## config.mk

```make
export PLATFORM = sky130hd
export DESIGN_NAME = cci_mpf_shim_buffer_afu_tx_flat
export DESIGN_NICKNAME = d
export VERILOG_FILES = /design/src/rtl/cci_mpf_if_pkg.sv /design/src/rtl/cci_mpf_if.sv /design/src/rtl/cci_mpf_prim_fifo_lutram.sv /design/src/rtl/cci_mpf_shim_buffer_afu_tx.sv /design/src/flat_wrapper.sv
export SDC_FILE = /design/constraint.sdc
export NUM_CORES = 1
export LEC_CHECK = 0
export ABC_AREA = 1
export BUFFER_PORTS_ARGS = -buffer_cell sky130_fd_sc_hd__buf_2
export CORE_MARGIN = 1.5
export CORE_UTILIZATION = 30
export CTS_CLUSTER_SIZE = 12
export DETAILED_ROUTE_END_ITERATION = 16
export MAX_ROUTING_LAYER = met4
export PLACE_DENSITY_LB_ADDON = 0.15
export SLEW_MARGIN = 20
export SYNTH_ARGS = -nofsm -noshare
export SYNTH_HDL_FRONTEND = slang
export SYNTH_SLANG_ARGS = --single-unit
```

## constraint.sdc

```tcl
create_clock -name clk -period 9.2 [get_ports clk]
set_clock_uncertainty 0.1 [all_clocks]
set_input_delay 0.46 -clock clk [delete_from_list [all_inputs] [get_ports clk]]
set_output_delay 0.46 -clock clk [all_outputs]
set_load 0.005 [all_outputs]
```

## src/rtl/cci_mpf_if_pkg.sv

```systemverilog
// ---------------------------------------------------------------------------
// cci_mpf_if_pkg
// Shared CCI-MPF types: C0/C1 TX request headers, cache-line data, RX
// response payloads, plus the stored entry of the AFU-side C1 TX buffer.
// No ports (package).
// ---------------------------------------------------------------------------
package cci_mpf_if_pkg;

  typedef logic [63:0] t_cci_clData;

  // Read request header
  typedef struct packed {
    logic [15:0] mdata;
    logic [31:0] addr;
  } t_cci_mpf_C0TxHdr;

  // Write / interrupt request header
  typedef struct packed {
    logic [15:0] mdata;
    logic [31:0] addr;
    logic        sop;
  } t_cci_mpf_C1TxHdr;

  typedef struct packed {
    logic        rspValid;
    logic [15:0] mdata;
    t_cci_clData data;
  } t_if_cci_c0_Rx;

  typedef struct packed {
    logic        rspValid;
    logic [15:0] mdata;
  } t_if_cci_c1_Rx;

  // One C1 buffer slot. A write and an interrupt presented in the same cycle
  // share a slot; the flags replay both valids to the parent.
  typedef struct packed {
    t_cci_mpf_C1TxHdr hdr;
    t_cci_clData      data;
    logic             wr;
    logic             ir;
  } t_cci_mpf_shim_buf_c1_entry;

endpackage

```

## src/rtl/cci_mpf_if.sv

```systemverilog
// ---------------------------------------------------------------------------
// cci_mpf_if
// One CCI-MPF connection point between an AFU and the platform side.
// Modports:
//   to_afu : used by a shim facing the AFU  (TX requests in, almost-full,
//            RX responses and reset out)
//   to_qlp : used by a shim facing the platform (TX requests out, almost-full,
//            RX responses and reset in)
// ---------------------------------------------------------------------------
interface cci_mpf_if;
  import cci_mpf_if_pkg::*;

  t_cci_mpf_C0TxHdr C0TxHdr;
  logic             C0TxRdValid;
  logic             c0TxAlmFull;

  t_cci_mpf_C1TxHdr C1TxHdr;
  t_cci_clData      C1TxData;
  logic             C1TxWrValid;
  logic             C1TxIrValid;
  logic             c1TxAlmFull;

  t_if_cci_c0_Rx    c0Rx;
  t_if_cci_c1_Rx    c1Rx;
  logic             reset_n;

  modport to_afu (
    input  C0TxHdr, C0TxRdValid,
    input  C1TxHdr, C1TxData, C1TxWrValid, C1TxIrValid,
    output c0TxAlmFull, c1TxAlmFull,
    output c0Rx, c1Rx, reset_n
  );

  modport to_qlp (
    output C0TxHdr, C0TxRdValid,
    output C1TxHdr, C1TxData, C1TxWrValid, C1TxIrValid,
    input  c0TxAlmFull, c1TxAlmFull,
    input  c0Rx, c1Rx, reset_n
  );

endinterface

```

## src/rtl/cci_mpf_prim_fifo_lutram.sv

```systemverilog
// ---------------------------------------------------------------------------
// cci_mpf_prim_fifo_lutram
// Small distributed-RAM FIFO with a combinational head and a registered
// almost-full flag.
// Ports:
//   clk, reset_n      clock, synchronous active-low reset
//   enq_en/enq_data   push (accepted when not full, or when full with deq_en)
//   deq_en            pop the head (ignored while empty)
//   first             current head entry
//   notEmpty/notFull  occupancy flags from the current count
//   almostFull        registered (count_next >= THRESHOLD)
//   count_next        next-state occupancy, for external statistics
// ---------------------------------------------------------------------------
module cci_mpf_prim_fifo_lutram #(
  parameter int N_DATA_BITS = 32,
  parameter int N_ENTRIES   = 8,
  parameter int THRESHOLD   = 4
) (
  input  logic                       clk,
  input  logic                       reset_n,
  input  logic                       enq_en,
  input  logic [N_DATA_BITS-1:0]     enq_data,
  input  logic                       deq_en,
  output logic [N_DATA_BITS-1:0]     first,
  output logic                       notEmpty,
  output logic                       notFull,
  output logic                       almostFull,
  output logic [$clog2(N_ENTRIES):0] count_next
);

  localparam int PW = $clog2(N_ENTRIES);
  localparam int CW = PW + 1;
  localparam logic [CW-1:0] FULL_CNT = CW'(N_ENTRIES);
  localparam logic [CW-1:0] ALM_CNT  = CW'(THRESHOLD);

  logic [N_DATA_BITS-1:0] mem_q [N_ENTRIES];
  logic [PW-1:0]          rd_ptr_q, rd_ptr_d;
  logic [PW-1:0]          wr_ptr_q, wr_ptr_d;
  logic [CW-1:0]          count_q, count_d;
  logic                   alm_q;
  logic                   do_enq, do_deq;

  // A pop while full frees the slot the simultaneous push needs.
  assign do_deq = deq_en && (count_q != '0);
  assign do_enq = enq_en && ((count_q != FULL_CNT) || do_deq);

  // NOTE: every always_comb output gets a default first so no latch can be
  // inferred on a path that skips an assignment.
  always_comb begin
    rd_ptr_d = rd_ptr_q;
    wr_ptr_d = wr_ptr_q;
    count_d  = count_q;
    if (do_deq) rd_ptr_d = rd_ptr_q + PW'(1);
    if (do_enq) wr_ptr_d = wr_ptr_q + PW'(1);
    count_d = count_q + CW'(do_enq) - CW'(do_deq);
  end

  // NOTE: sequential state uses non-blocking assignments only.
  always_ff @(posedge clk) begin
    if (!reset_n) begin
      rd_ptr_q <= '0;
      wr_ptr_q <= '0;
      count_q  <= '0;
      alm_q    <= 1'b0;
    end else begin
      rd_ptr_q <= rd_ptr_d;
      wr_ptr_q <= wr_ptr_d;
      count_q  <= count_d;
      alm_q    <= (count_d >= ALM_CNT);
    end
  end

  // NOTE: storage is deliberately not reset; the pointers and count define
  // which slots hold live data, and a reset port would block LUTRAM mapping.
  always_ff @(posedge clk) begin
    if (do_enq) mem_q[wr_ptr_q] <= enq_data;
  end

  assign first      = mem_q[rd_ptr_q];
  assign notEmpty   = (count_q != '0);
  assign notFull    = (count_q != FULL_CNT);
  assign almostFull = alm_q;
  assign count_next = count_d;

endmodule

```

## src/rtl/cci_mpf_shim_buffer_afu_tx.sv

```systemverilog
// ---------------------------------------------------------------------------
// cci_mpf_shim_buffer_afu_tx
// AFU-side interposer: buffers C0 (read) and C1 (write/interrupt) TX
// requests in two independent FIFOs that the parent shim drains at its own
// pace, and raises almost-full toward the AFU early enough that no request
// is lost. RX responses and reset pass straight through toward the AFU.
// Ports:
//   clk, reset_n     clock, synchronous active-low reset
//   afu_raw          raw AFU connection (requests in, almost-full/RX out)
//   afu_buf          buffered view for the parent (FIFO heads as Tx signals)
//   c0TxDeqEn        parent consumes the C0 head this cycle
//   c1TxDeqEn        parent consumes the C1 head this cycle
//   overflowErr      sticky: a request arrived while its FIFO was full
//   c0HighWater/c1HighWater  max occupancy since reset; present only when
//                    CCI_MPF_SHIM_BUFFER_AFU_STATS_EN is defined
// ---------------------------------------------------------------------------
module cci_mpf_shim_buffer_afu_tx
  import cci_mpf_if_pkg::*;
#(
  parameter int N_ENTRIES     = 8,
  parameter int ALMFULL_SLACK = 4
) (
  input  logic          clk,
  input  logic          reset_n,
  cci_mpf_if.to_afu     afu_raw,
  cci_mpf_if.to_qlp     afu_buf,
  input  logic          c0TxDeqEn,
  input  logic          c1TxDeqEn,
  output logic          overflowErr
`ifdef CCI_MPF_SHIM_BUFFER_AFU_STATS_EN
  ,
  output logic [$clog2(N_ENTRIES):0] c0HighWater,
  output logic [$clog2(N_ENTRIES):0] c1HighWater
`endif
);

  localparam int CW        = $clog2(N_ENTRIES) + 1;
  localparam int THRESHOLD = N_ENTRIES - ALMFULL_SLACK;

  t_cci_mpf_C0TxHdr           c0_head;
  t_cci_mpf_shim_buf_c1_entry c1_enq, c1_head;
  logic                       c0_not_empty, c0_not_full, c0_alm;
  logic                       c1_not_empty, c1_not_full, c1_alm;
  logic                       c1_push;
  logic [CW-1:0]              c0_cnt_next, c1_cnt_next;
  logic                       overflow_q, overflow_d;

  // ---- C0 ----
  cci_mpf_prim_fifo_lutram #(
    .N_DATA_BITS ($bits(t_cci_mpf_C0TxHdr)),
    .N_ENTRIES   (N_ENTRIES),
    .THRESHOLD   (THRESHOLD)
  ) u_c0_fifo (
    .clk        (clk),
    .reset_n    (reset_n),
    .enq_en     (afu_raw.C0TxRdValid),
    .enq_data   (afu_raw.C0TxHdr),
    .deq_en     (c0TxDeqEn),
    .first      (c0_head),
    .notEmpty   (c0_not_empty),
    .notFull    (c0_not_full),
    .almostFull (c0_alm),
    .count_next (c0_cnt_next)
  );

  // ---- C1: write and interrupt arriving together occupy a single slot ----
  assign c1_push = afu_raw.C1TxWrValid | afu_raw.C1TxIrValid;
  assign c1_enq  = '{hdr:  afu_raw.C1TxHdr,
                     data: afu_raw.C1TxData,
                     wr:   afu_raw.C1TxWrValid,
                     ir:   afu_raw.C1TxIrValid};

  cci_mpf_prim_fifo_lutram #(
    .N_DATA_BITS ($bits(t_cci_mpf_shim_buf_c1_entry)),
    .N_ENTRIES   (N_ENTRIES),
    .THRESHOLD   (THRESHOLD)
  ) u_c1_fifo (
    .clk        (clk),
    .reset_n    (reset_n),
    .enq_en     (c1_push),
    .enq_data   (c1_enq),
    .deq_en     (c1TxDeqEn),
    .first      (c1_head),
    .notEmpty   (c1_not_empty),
    .notFull    (c1_not_full),
    .almostFull (c1_alm),
    .count_next (c1_cnt_next)
  );

  // ---- Buffered view for the parent ----
  assign afu_buf.C0TxHdr     = c0_head;
  assign afu_buf.C0TxRdValid = c0_not_empty;
  assign afu_buf.C1TxHdr     = c1_head.hdr;
  assign afu_buf.C1TxData    = c1_head.data;
  assign afu_buf.C1TxWrValid = c1_not_empty & c1_head.wr;
  assign afu_buf.C1TxIrValid = c1_not_empty & c1_head.ir;

  // ---- Toward the AFU: own almost-full; parent's almost-full is not used ----
  assign afu_raw.c0TxAlmFull = c0_alm;
  assign afu_raw.c1TxAlmFull = c1_alm;
  assign afu_raw.c0Rx        = afu_buf.c0Rx;
  assign afu_raw.c1Rx        = afu_buf.c1Rx;
  assign afu_raw.reset_n     = afu_buf.reset_n;

  // ---- Sticky overflow: a push is dropped only when full with no pop ----
  always_comb begin
    overflow_d = overflow_q;
    if (afu_raw.C0TxRdValid && !c0_not_full && !c0TxDeqEn) overflow_d = 1'b1;
    if (c1_push && !c1_not_full && !c1TxDeqEn)             overflow_d = 1'b1;
  end

  always_ff @(posedge clk) begin
    if (!reset_n) overflow_q <= 1'b0;
    else          overflow_q <= overflow_d;
  end

  assign overflowErr = overflow_q;

`ifdef CCI_MPF_SHIM_BUFFER_AFU_STATS_EN
  // ---- High-water marks, tracked from next-state occupancy ----
  logic [CW-1:0] c0_hw_q, c0_hw_d;
  logic [CW-1:0] c1_hw_q, c1_hw_d;

  always_comb begin
    c0_hw_d = (c0_cnt_next > c0_hw_q) ? c0_cnt_next : c0_hw_q;
    c1_hw_d = (c1_cnt_next > c1_hw_q) ? c1_cnt_next : c1_hw_q;
  end

  always_ff @(posedge clk) begin
    if (!reset_n) begin
      c0_hw_q <= '0;
      c1_hw_q <= '0;
    end else begin
      c0_hw_q <= c0_hw_d;
      c1_hw_q <= c1_hw_d;
    end
  end

  assign c0HighWater = c0_hw_q;
  assign c1HighWater = c1_hw_q;
`else
  // Occupancy look-ahead is only consumed by the statistics counters.
  logic unused_cnt_next;
  assign unused_cnt_next = ^{c0_cnt_next, c1_cnt_next};
`endif

endmodule

```

## src/flat_wrapper.sv

```systemverilog
// flat-port wrapper written by rule: the top's interface ports become plain ports
module cci_mpf_shim_buffer_afu_tx_flat import cci_mpf_if_pkg::*;
#(
  parameter int N_ENTRIES     = 8,
  parameter int ALMFULL_SLACK = 4
)
  (clk, reset_n, c0TxDeqEn, c1TxDeqEn, overflowErr, afu_raw_C0TxHdr, afu_raw_C0TxRdValid, afu_raw_C1TxHdr, afu_raw_C1TxData, afu_raw_C1TxWrValid, afu_raw_C1TxIrValid, afu_raw_c0TxAlmFull, afu_raw_c1TxAlmFull, afu_raw_c0Rx, afu_raw_c1Rx, afu_raw_reset_n, afu_buf_C0TxHdr, afu_buf_C0TxRdValid, afu_buf_C1TxHdr, afu_buf_C1TxData, afu_buf_C1TxWrValid, afu_buf_C1TxIrValid, afu_buf_c0TxAlmFull, afu_buf_c1TxAlmFull, afu_buf_c0Rx, afu_buf_c1Rx, afu_buf_reset_n);
  cci_mpf_if afu_raw_i ();
  cci_mpf_if afu_buf_i ();
  input  logic clk;
  input  logic reset_n;
  input  logic c0TxDeqEn;
  input  logic c1TxDeqEn;
  output logic overflowErr;
  input wire logic [$bits(afu_raw_i.C0TxHdr)-1:0] afu_raw_C0TxHdr;
  input wire logic [$bits(afu_raw_i.C0TxRdValid)-1:0] afu_raw_C0TxRdValid;
  input wire logic [$bits(afu_raw_i.C1TxHdr)-1:0] afu_raw_C1TxHdr;
  input wire logic [$bits(afu_raw_i.C1TxData)-1:0] afu_raw_C1TxData;
  input wire logic [$bits(afu_raw_i.C1TxWrValid)-1:0] afu_raw_C1TxWrValid;
  input wire logic [$bits(afu_raw_i.C1TxIrValid)-1:0] afu_raw_C1TxIrValid;
  output wire logic [$bits(afu_raw_i.c0TxAlmFull)-1:0] afu_raw_c0TxAlmFull;
  output wire logic [$bits(afu_raw_i.c1TxAlmFull)-1:0] afu_raw_c1TxAlmFull;
  output wire logic [$bits(afu_raw_i.c0Rx)-1:0] afu_raw_c0Rx;
  output wire logic [$bits(afu_raw_i.c1Rx)-1:0] afu_raw_c1Rx;
  output wire logic [$bits(afu_raw_i.reset_n)-1:0] afu_raw_reset_n;
  output wire logic [$bits(afu_buf_i.C0TxHdr)-1:0] afu_buf_C0TxHdr;
  output wire logic [$bits(afu_buf_i.C0TxRdValid)-1:0] afu_buf_C0TxRdValid;
  output wire logic [$bits(afu_buf_i.C1TxHdr)-1:0] afu_buf_C1TxHdr;
  output wire logic [$bits(afu_buf_i.C1TxData)-1:0] afu_buf_C1TxData;
  output wire logic [$bits(afu_buf_i.C1TxWrValid)-1:0] afu_buf_C1TxWrValid;
  output wire logic [$bits(afu_buf_i.C1TxIrValid)-1:0] afu_buf_C1TxIrValid;
  input wire logic [$bits(afu_buf_i.c0TxAlmFull)-1:0] afu_buf_c0TxAlmFull;
  input wire logic [$bits(afu_buf_i.c1TxAlmFull)-1:0] afu_buf_c1TxAlmFull;
  input wire logic [$bits(afu_buf_i.c0Rx)-1:0] afu_buf_c0Rx;
  input wire logic [$bits(afu_buf_i.c1Rx)-1:0] afu_buf_c1Rx;
  input wire logic [$bits(afu_buf_i.reset_n)-1:0] afu_buf_reset_n;
  assign afu_raw_i.C0TxHdr = afu_raw_C0TxHdr;
  assign afu_raw_i.C0TxRdValid = afu_raw_C0TxRdValid;
  assign afu_raw_i.C1TxHdr = afu_raw_C1TxHdr;
  assign afu_raw_i.C1TxData = afu_raw_C1TxData;
  assign afu_raw_i.C1TxWrValid = afu_raw_C1TxWrValid;
  assign afu_raw_i.C1TxIrValid = afu_raw_C1TxIrValid;
  assign afu_raw_c0TxAlmFull = afu_raw_i.c0TxAlmFull;
  assign afu_raw_c1TxAlmFull = afu_raw_i.c1TxAlmFull;
  assign afu_raw_c0Rx = afu_raw_i.c0Rx;
  assign afu_raw_c1Rx = afu_raw_i.c1Rx;
  assign afu_raw_reset_n = afu_raw_i.reset_n;
  assign afu_buf_C0TxHdr = afu_buf_i.C0TxHdr;
  assign afu_buf_C0TxRdValid = afu_buf_i.C0TxRdValid;
  assign afu_buf_C1TxHdr = afu_buf_i.C1TxHdr;
  assign afu_buf_C1TxData = afu_buf_i.C1TxData;
  assign afu_buf_C1TxWrValid = afu_buf_i.C1TxWrValid;
  assign afu_buf_C1TxIrValid = afu_buf_i.C1TxIrValid;
  assign afu_buf_i.c0TxAlmFull = afu_buf_c0TxAlmFull;
  assign afu_buf_i.c1TxAlmFull = afu_buf_c1TxAlmFull;
  assign afu_buf_i.c0Rx = afu_buf_c0Rx;
  assign afu_buf_i.c1Rx = afu_buf_c1Rx;
  assign afu_buf_i.reset_n = afu_buf_reset_n;
  cci_mpf_shim_buffer_afu_tx #(.N_ENTRIES(N_ENTRIES), .ALMFULL_SLACK(ALMFULL_SLACK)) u_core (.clk(clk), .reset_n(reset_n), .afu_raw(afu_raw_i), .afu_buf(afu_buf_i), .c0TxDeqEn(c0TxDeqEn), .c1TxDeqEn(c1TxDeqEn), .overflowErr(overflowErr));
endmodule
```

-- Word-level counts from Yosys, hierarchy flattened
Memories as Yosys holds them, arrays and structs flattened. A register that Yosys moved wholly into a read port is not among the register bits.
Index checks and enable logic that the tools add are counted.
- memories: 2
- output and inout port bits: 266
- input port bits: 269
- bits in registers: 23
- bits in writable memories: 1304
- logic and storage cells: 53
- memories (memory ; words ; width ; read ports ; clocked after Yosys merged registers in ; write ports ; RTL line ; text):
    u_core.u_c1_fifo.mem_q ; 8 ; 115 ; 1 ; 1 ; 1 ; cci_mpf_prim_fifo_lutram.sv:36 ; logic [N_DATA_BITS-1:0] mem_q [N_ENTRIES];
    u_core.u_c0_fifo.mem_q ; 8 ; 48 ; 1 ; 1 ; 1 ; cci_mpf_prim_fifo_lutram.sv:36 ;
- eq/ne operators: 2
- bitwise gates (word level): 3
- $lt $le $gt $ge: 2
- add/sub/neg operators: 8
- multiplexer cells: 10
- reduce and logical (&&, ||, !) cells: 17
- operator list (cell ; count):
    adder 3 x 1 -> 3 bit, second input constant ; 4
    two-way mux 3 bit ; 4
    adder 4 x 1 -> 4 bit ; 2
    greater-or-equal comparator 4 x 3 -> 1 bit, second input constant ; 2
    logical AND 1 bit ; 8
    != test 4 bit, second input constant ; 2
    nonzero test 4 bit ; 2
    subtractor 4 x 1 -> 4 bit ; 2
    two-way mux 1 bit ; 6
    zero test 1 bit ; 4
    bitwise AND 1 bit ; 2
    logical OR 1 bit ; 2
    nonzero test 2 bit ; 1
    bitwise OR 1 bit ; 1

-- Logic depth before layout (Yosys ltp)
Gate-level depths: netlist (run 1).
- depth after elaboration: 7
- depth in mapped cells: 13

-- Hierarchy
From an unflattened synthesis (run 1), not the netlist that was laid out.
- cell total of the unflattened synthesis: 4310
- area total of the unflattened synthesis: 53156.0 sq um
- by module, submodules not included (module ; area an instance (sq um) ; seq. area each (sq um) ; cells each ; times used):
    cci_mpf_prim_fifo_lutram at u_core.u_c1_fifo ; 36616.4 ; 27906.8 ; 2918 ; 1
    cci_mpf_prim_fifo_lutram at u_core.u_c0_fifo ; 15708.8 ; 11811.3 ; 1276 ; 1
    cci_mpf_shim_buffer_afu_tx ; 830.8 ; 20.0 ; 116 ; 1

-- Worst setup path after synthesis (run 1)
No wires, ideal clock.
- path type: flip-flop to flip-flop
- start: register u_core.u_c1_fifo.count_q[2]
- end: memory u_core.u_c1_fifo.mem_q[1][0] (netlist bit) (enable)
- data arrival time: 5.857 ns
- data required time: 8.509 ns
- clock period less this slack: 6.548 ns
- stages on the path, launching flop included: 8
- library setup time: 0.591 ns
- path slack: 2.652 ns
- cell sequence: dfxtp_1 inv_1 ha_1 nand2_1 nand2_1 nand2_1 nand3_1 nor2_1
- word-level cells in the longest chain between the ends: 6
- elaborated cells on any way between the ends: 7
- classes of those cells: eq/ne (1); mux (2); reduce/logical (4)
- RTL lines (item ; RTL line ; text):
    from (decl) ; cci_mpf_prim_fifo_lutram.sv:39 ; logic [CW-1:0] count_q, count_d;
    from (signal assigned) ; cci_mpf_prim_fifo_lutram.sv:68 ; count_q <= count_d;
    nonzero test 4 bit ; cci_mpf_prim_fifo_lutram.sv:44 ; assign do_deq = deq_en && (count_q != '0);
    logical AND 1 bit ; cci_mpf_prim_fifo_lutram.sv:44 ;
    logical OR 1 bit (*) ; cci_mpf_prim_fifo_lutram.sv:45 ; assign do_enq = enq_en && ((count_q != FULL_CNT) || do_deq);
    logical AND 1 bit (*) ; cci_mpf_prim_fifo_lutram.sv:45 ;
    two-way mux 1 bit (*) ; cci_mpf_prim_fifo_lutram.sv:76 ; if (do_enq) mem_q[wr_ptr_q] <= enq_data;
    two-way mux 1 bit (implied by the code) (*) ; cci_mpf_prim_fifo_lutram.sv:76 ;
    to (decl) ; cci_mpf_prim_fifo_lutram.sv:36 ;
Mark *: on every way between the ends. The rest lies on a longest branch, timed or not.

==> flow_summary.toml, run 1 <==
[final_layout]
nNetsFinal = 4841
drive_above_1_share_pct = 12.96
final_cell_mix = "edfxtp_1 (1304), nor2_1 (894), o21ai_0 (715), nand2_1 (534), buf_2 (334)"
finish.utilization_pct = 35.81
final_common_cell = "edfxtp_1"
area_delta_synth_final_pct = 18.44
nFillCells = 17050

[timing]
post-route-period-util_pct = 57.12
tightest_slew_ns = 1.033
setup_viol = 0
period_needed_ns = 5.255
max_freq_mhz = 190.3
rsz0062_at_grt = "no"
tns_ns = 0
hold_violations = 0
drv_slew = 0
timing.hold.ws_ns = 0.3732
slew_headroom_pct = 31.16

[clock_network]
cts_buffer_depth = 3
cts_setup_buffers = 0
cts_sinks = 1333
htreeDepth = 4
cts_buffers = 153
clk_pin_slew_ns = 0.06
cts_tree = "yes"
clk_latency_ns = 0.79
root_buffer = "clkbuf_16"

[pwr]
p_int_mw = 11.92
p_leak_nw = 21.49
p_per_area_mw_per_mm2 = 280.8
p_sw_mw = 5.598
ir_worst_vdd_mv = 0.2037
p_total_mw = 17.52
p_comb_share_pct = 24.2
clock_power_share_pct = 32.7
p_sw_share_pct = 31.96
seqPwrFrac_pct = 43.1

[drt]
drtIter0Drc = 2127
drc_errors = 0
route.antenna.remaining_nets = 0
drtPass1Iterations = 5
wl_per_cell_um = 20.52
totalWireLength_mm = 144.0
via_per_inst = 4.636
via_count = 32531

[yosys]
netlist-cell-type-count = 25
synthSimpleGateAreaFrac_pct = 10.54
synth-compound-area-share_pct = 9.675
synth_mux_area_share_pct = 0
yosysWarnings = 0
synth-seq-area-share_pct = 75.44
synth.avg_cell_area_um2 = 12.53
synthAdderAreaFrac_pct = 0.4086
synth_top_family_by_area = "simple AND/OR/NAND/NOR gates"
synth-xor-area-share_pct = 0.04988
ys_seq_elements = 1333
syn_nets = 4490
synthCells = 4205
syn_area_mm2 = 0.05267

[critical_path]
cp_max_fo = 151
critPathArrivalTime_ns = 4.69
crit_family = "buffers and inverters"
cp.buffers_inverters = 4
crit_chain = "buf_4, buf_12, buf_4, o21ai_0, o22ai_1, nand2_1, nand2_1, buf_2"
worst-setup-path-type = "flip-flop to output port"
start_kind = "flip-flop"
max_stage_delay_ns = 0.82
critPathRequiredTime_ns = 8.64
worst_setup_path_end_kind = "output port"
cp_slowest_cell = "dfxtp_4"

[floorplanning]
core_mm2 = 0.1742
rows = 153
die_x_um = 422.0
die-area_mm2 = 0.1781
fp.dieH_um = 422.0
initial_core_util_pct = 30.24
io_pins = 535

[global_routing]
grt_use_met3_pct = 3.557
overflow = 0
grt_max_degree = 161
grt_first_pass_wirelength_mm = 212.1
grtUsageMet2_pct = 26.92
grt_pass1_vias = 31644
antenna_found_initial = 21
use_met1_pct = 20.08
grtUsageTotal_pct = 16.38
grt_most_used_layer = "met2"

[placement]
gp_congestion = 0.7146
io_buffers = 334
dp_hpwl_mm = 70.16

[status]
status = "completed"

[min_path]
holdCritPathClass = "primary input to flip-flop"

[job]
maxCapViolCount = 0
==> power groups by stage <==
stage,Clock [mW],Combinational [mW],Sequential (mW)
finish,5.72,4.24,7.56
global route,6.13,4.82,7.61
CTS,5.90,4.39,7.56
detailed placement,0,4.31,7.69
global placement,0,4.31,7.68
floorplan,0,2.62,7.64
==> per-stage QoR <==
stage,setup slack (ns),instances,cell area (um^2)
floorplan,2.652,4205,52670
global placement,4.668,6559,55980
detailed placement,4.683,6559,55980
CTS,3.790,7002,62350
global route,3.532,7017,62390
finish,3.945,7017,62390
==> timing repair <==
item | 4_1_cts | 5_1_grt
endpoints found under the hold margin | 1328 | 0
gates resized for setup | 0 | 0
hold buffers | 167 | 0
==> worst paths after layout <==
path / from / endpoint / slack, ns / cells past startpoint
min: afu_raw_C1TxData[44] / u_core.u_c1_fifo.mem_q[7][46]$_DFFE_PP_ / 0.37 / 2
max: flip-flop / afu_buf_C1TxHdr[24] / 3.95 / 8
min reg2reg: u_core.u_c0_fifo.rd_ptr_q[1]$_SDFFE_PN0N_ / flip-flop / 0.38 / 2
max reg2reg: u_core.u_c1_fifo.count_q[2]$_SDFF_PN0_ / u_core.u_c1_fifo.mem_q[5][74]$_DFFE_PP_ / 5.32 / 8
==> cell type report <==
| class | count | area [um^2] | share of cell area (%) |
|---|---|---|---|
| Tap cell | 2325 | 2909 | 4.663 |
| Inverter | 44 | 185.2 | 0.2968 |
| Timing Repair Buffer | 547 | 3789 | 6.073 |
| Antenna cell | 15 | 37.54 | 0.06017 |
| Multi-Input combinational cell | 2477 | 11010 | 17.65 |
| Clock buffer | 197 | 4110 | 6.588 |
| Clock inverter | 79 | 589.3 | 0.9446 |
| Sequential cell | 1333 | 39760 | 63.73 |
==> worst register-to-register path, stage by stage, from the launching register on <==
cell and delay, ns:
dfxtp_1 0.30, inv_1 0.07, ha_1 0.23, nand2_1 0.27, nand2_1 0.20, nand2_1 0.21, nand3_1 0.37, nor2_4 0.85
buf_4 0.90
==> sequential cells by signal, indices dropped and copies added (netlist names), named ones only <==
name                         flops
u_core.u_c1_fifo.mem_q         920
u_core.u_c0_fifo.mem_q         384
u_core.u_c0_fifo.wr_ptr_q        3
u_core.u_c0_fifo.rd_ptr_q        3
u_core.u_c0_fifo.almostFull      1
u_core.u_c1_fifo.rd_ptr_q        3
u_core.u_c1_fifo.wr_ptr_q        3
u_core.u_c1_fifo.count_q         4
u_core.u_c0_fifo.count_q         4
u_core.u_c1_fifo.almostFull      1
u_core.overflowErr               1
==> routing by layer <==
metal	vias up	wire length [um]
met5	-	0
met4	0	3378
met3	214	7354
met2	723	71040
met1	15999	62220
li1	15595	-
==> synth_stat cells <==
cell type / n / area, um^2
edfxtp_1: 1304 / 39160
nor2_1: 910 / 3416
o21ai_0: 715 / 3578
nand2_1: 534 / 2004
clkbuf_1: 153 / 574.3
o21ai_1: 148 / 740.7
buf_4: 116 / 870.8
o22ai_1: 113 / 706.9
buf_2: 67 / 335.3
inv_1: 41 / 153.9
dfxtp_1: 29 / 580.6
nand3_1: 17 / 85.08
a21oi_1: 14 / 70.07
ha_1: 14 / 175.2
buf_1: 9 / 33.78
buf_6: 6 / 67.56
clkinv_1: 2 / 7.510
fa_1: 2 / 40.04
nand3b_1: 2 / 15.01
nand4_1: 2 / 12.51
nor3_1: 2 / 10.01
xor2_1: 2 / 17.52
inv_2: 1 / 3.750
nor3b_1: 1 / 7.510
xnor2_1: 1 / 8.760
==> kinds of logic (layout without fill, tap and decap cells) <==
group	count (synthesis)	in the layout
xor gates and xnor gates	3	3
AOI/OAI and AO/OA	990	990
DFF	1333	1333
buffers and inverters	395	867
and+or+nand+nor	1468	1468
other	0	15
adders and majority gates	16	16
Note: power is estimated with default switching activity, not from simulation.
==> run 2: changes to the inputs <==
Clock period 9.2 ns to 5.1 ns, I/O delays scaled along.
==> flow_summary.toml, run 2 (same netlist as run 1, synthesis figures left out) <==
[drt]
drtPass1Iterations = 5
via_per_inst = 4.610
totalWireLength_mm = 143.4
via_count = 32344
drtIter0Drc = 1759
drc_errors = 0
wl_per_cell_um = 20.44
route.antenna.remaining_nets = 0

[critical_path]
critPathRequiredTime_ns = 4.74
crit_end = "afu_buf_C0TxHdr[32]"
cp_max_fo = 111
worst_setup_path_end_kind = "output port"
worst-setup-path-type = "flip-flop to output port"
reg2reg_depth = 8
r2r_end = "u_core.u_c0_fifo.mem_q[1][19]$_DFFE_PP_"
critPathArrivalTime_ns = 3.25
reg2reg_slack_ns = 1.92
start_kind = "flip-flop"
r2r-start = "u_core.u_c0_fifo.count_q[2]$_SDFF_PN0_"

[pwr]
p_leak_nw = 21.54
p_total_mw = 31.63
p_per_area_mw_per_mm2 = 505.3
ir_worst_vdd_mv = 0.3744

[global_routing]
grt_first_pass_wirelength_mm = 212.0
overflow = 0
grt_max_degree = 234
grtUsageTotal_pct = 16.28
grt_pass1_vias = 31800
antenna_found_initial = 18

[clock_network]
cts_setup_buffers = 0
root_buffer = "clkbuf_16"
cts_buffers = 154
cts_hold_buffers = 167
cts_tree = "yes"
clk_latency_ns = 0.80
cts_sinks = 1333
clk_pin_slew_ns = 0.06
cts_resized = 0
cts_buffer_depth = 3
htreeDepth = 4

[final_layout]
final_cell_mix = "edfxtp_1 (1304), nor2_1 (894), o21ai_0 (715), nand2_1 (534), buf_2 (334)"
reg_top3 = "u_core.u_c1_fifo.mem_q x920, u_core.u_c0_fifo.mem_q x384"
drive_above_1_share_pct = 13.01
postLayoutCellArea_mm2 = 0.06260
nFillCells = 17068
finish.utilization_pct = 35.93
largest_reg_flops = 920
final_common_cell = "edfxtp_1"
multi_input_area_mm2 = 0.01101
max_flop_register = "u_core.u_c1_fifo.mem_q"
area_delta_synth_final_pct = 18.84
regArea_mm2 = 0.03976
nNetsFinal = 4853

[timing]
slew_headroom_pct = 24.17
max_freq_mhz = 277.3
post-route-period-util_pct = 70.72
rsz0062_at_grt = "no"
period_needed_ns = 3.607
setup_viol = 0
tightest_slew_ns = 1.137
drv_slew = 0
hold_violations = 0
fin_ws_ns = 1.493

[min_path]
holdCritPathClass = "primary input to flip-flop"

[job]
maxCapViolCount = 0

[floorplanning]
core_mm2 = 0.1742
io_pins = 535
die-area_mm2 = 0.1781
fp.dieH_um = 422.0
die_x_um = 422.0
rows = 153
initial_core_util_pct = 30.24

[placement]
io_buffers = 334
dp_hpwl_mm = 74.23
placed_area_mm2 = 0.05624
place_ws_ns = 1.853
gp_congestion = 0.7332

[status]
status = "completed"
run 2: stage by stage:
stage / hold slack [ns] / TNS (ns) / cells
4_1_cts: 0.08018 / 0 / 7005
6_report: 0.1605 / 0 / 7016
3_3_place_gp: 0.3626 / 0 / 6570
3_5_place_dp: 0.3792 / 0 / 6570
2_1_floorplan: 0.2539 / -995.97 / 4205
5_1_grt: 0.1326 / 0 / 7015
run 2: area by class of cell:
class                   count  share of cell area, %
multi-input cells        2477                  17.59
diodes                     11                0.04397
well taps                2325                  4.647
clock buffers             200                  6.432
inverters                  44                 0.2958
clock inverters            68                  1.019
flip-flops and latches   1333                  63.51
repair buffers            558                  6.464
run 2: where the power goes:
part | internal, mW | total [mW] | switching (mW)
Combinational | 2.42 | 7.79 | 5.37
Sequential | 13.2 | 13.5 | 0.323
Clock | 5.85 | 10.3 | 4.45
Total | 21.5 | 31.6 | 10.1
run 2: worst max-delay path: stages (launching register included):
cell	delay, ns
dfxtp_4	0.36
inv_6	0.54
buf_4	0.81
o21ai_0	0.21
o21ai_0	0.12
nand2_1	0.07
nand2_1	0.12
buf_2	0.12
run 2: routing by layer:
metal	global-route usage, %	vias up	wire (um)
met4	4.382	0	2883
li1	-	15612	-
met3	3.614	203	6797
met1	19.48	15886	61120
met5	-	-	0
met2	27.59	643	72600
run 2: how the worst min path moves through the flow:
stage | endpoint | from | cells past startpoint | slack (ns)
floorplan | u_core.u_c0_fifo.mem_q[0][0]$_DFFE_PP_ | afu_raw_C0TxHdr[0] | 0 | 0.25
global placement | u_core.u_c1_fifo.rd_ptr_q[0]$_SDFFE_PN0P_ | u_core.u_c1_fifo.rd_ptr_q[0]$_SDFFE_PN0P_ | 1 | 0.36
detailed placement | flip-flop | u_core.u_c0_fifo.rd_ptr_q[1]$_SDFFE_PN0N_ | 2 | 0.38
CTS | u_core.u_c0_fifo.mem_q[6][29]$_DFFE_PP_ | afu_raw_C0TxHdr[29] | 2 | 0.08
global route | u_core.u_c0_fifo.mem_q[1][23]$_DFFE_PP_ | afu_raw_C0TxHdr[23] | 2 | 0.13
finish | u_core.u_c1_fifo.mem_q[2][63]$_DFFE_PP_ | afu_raw_C1TxData[61] | 2 | 0.16
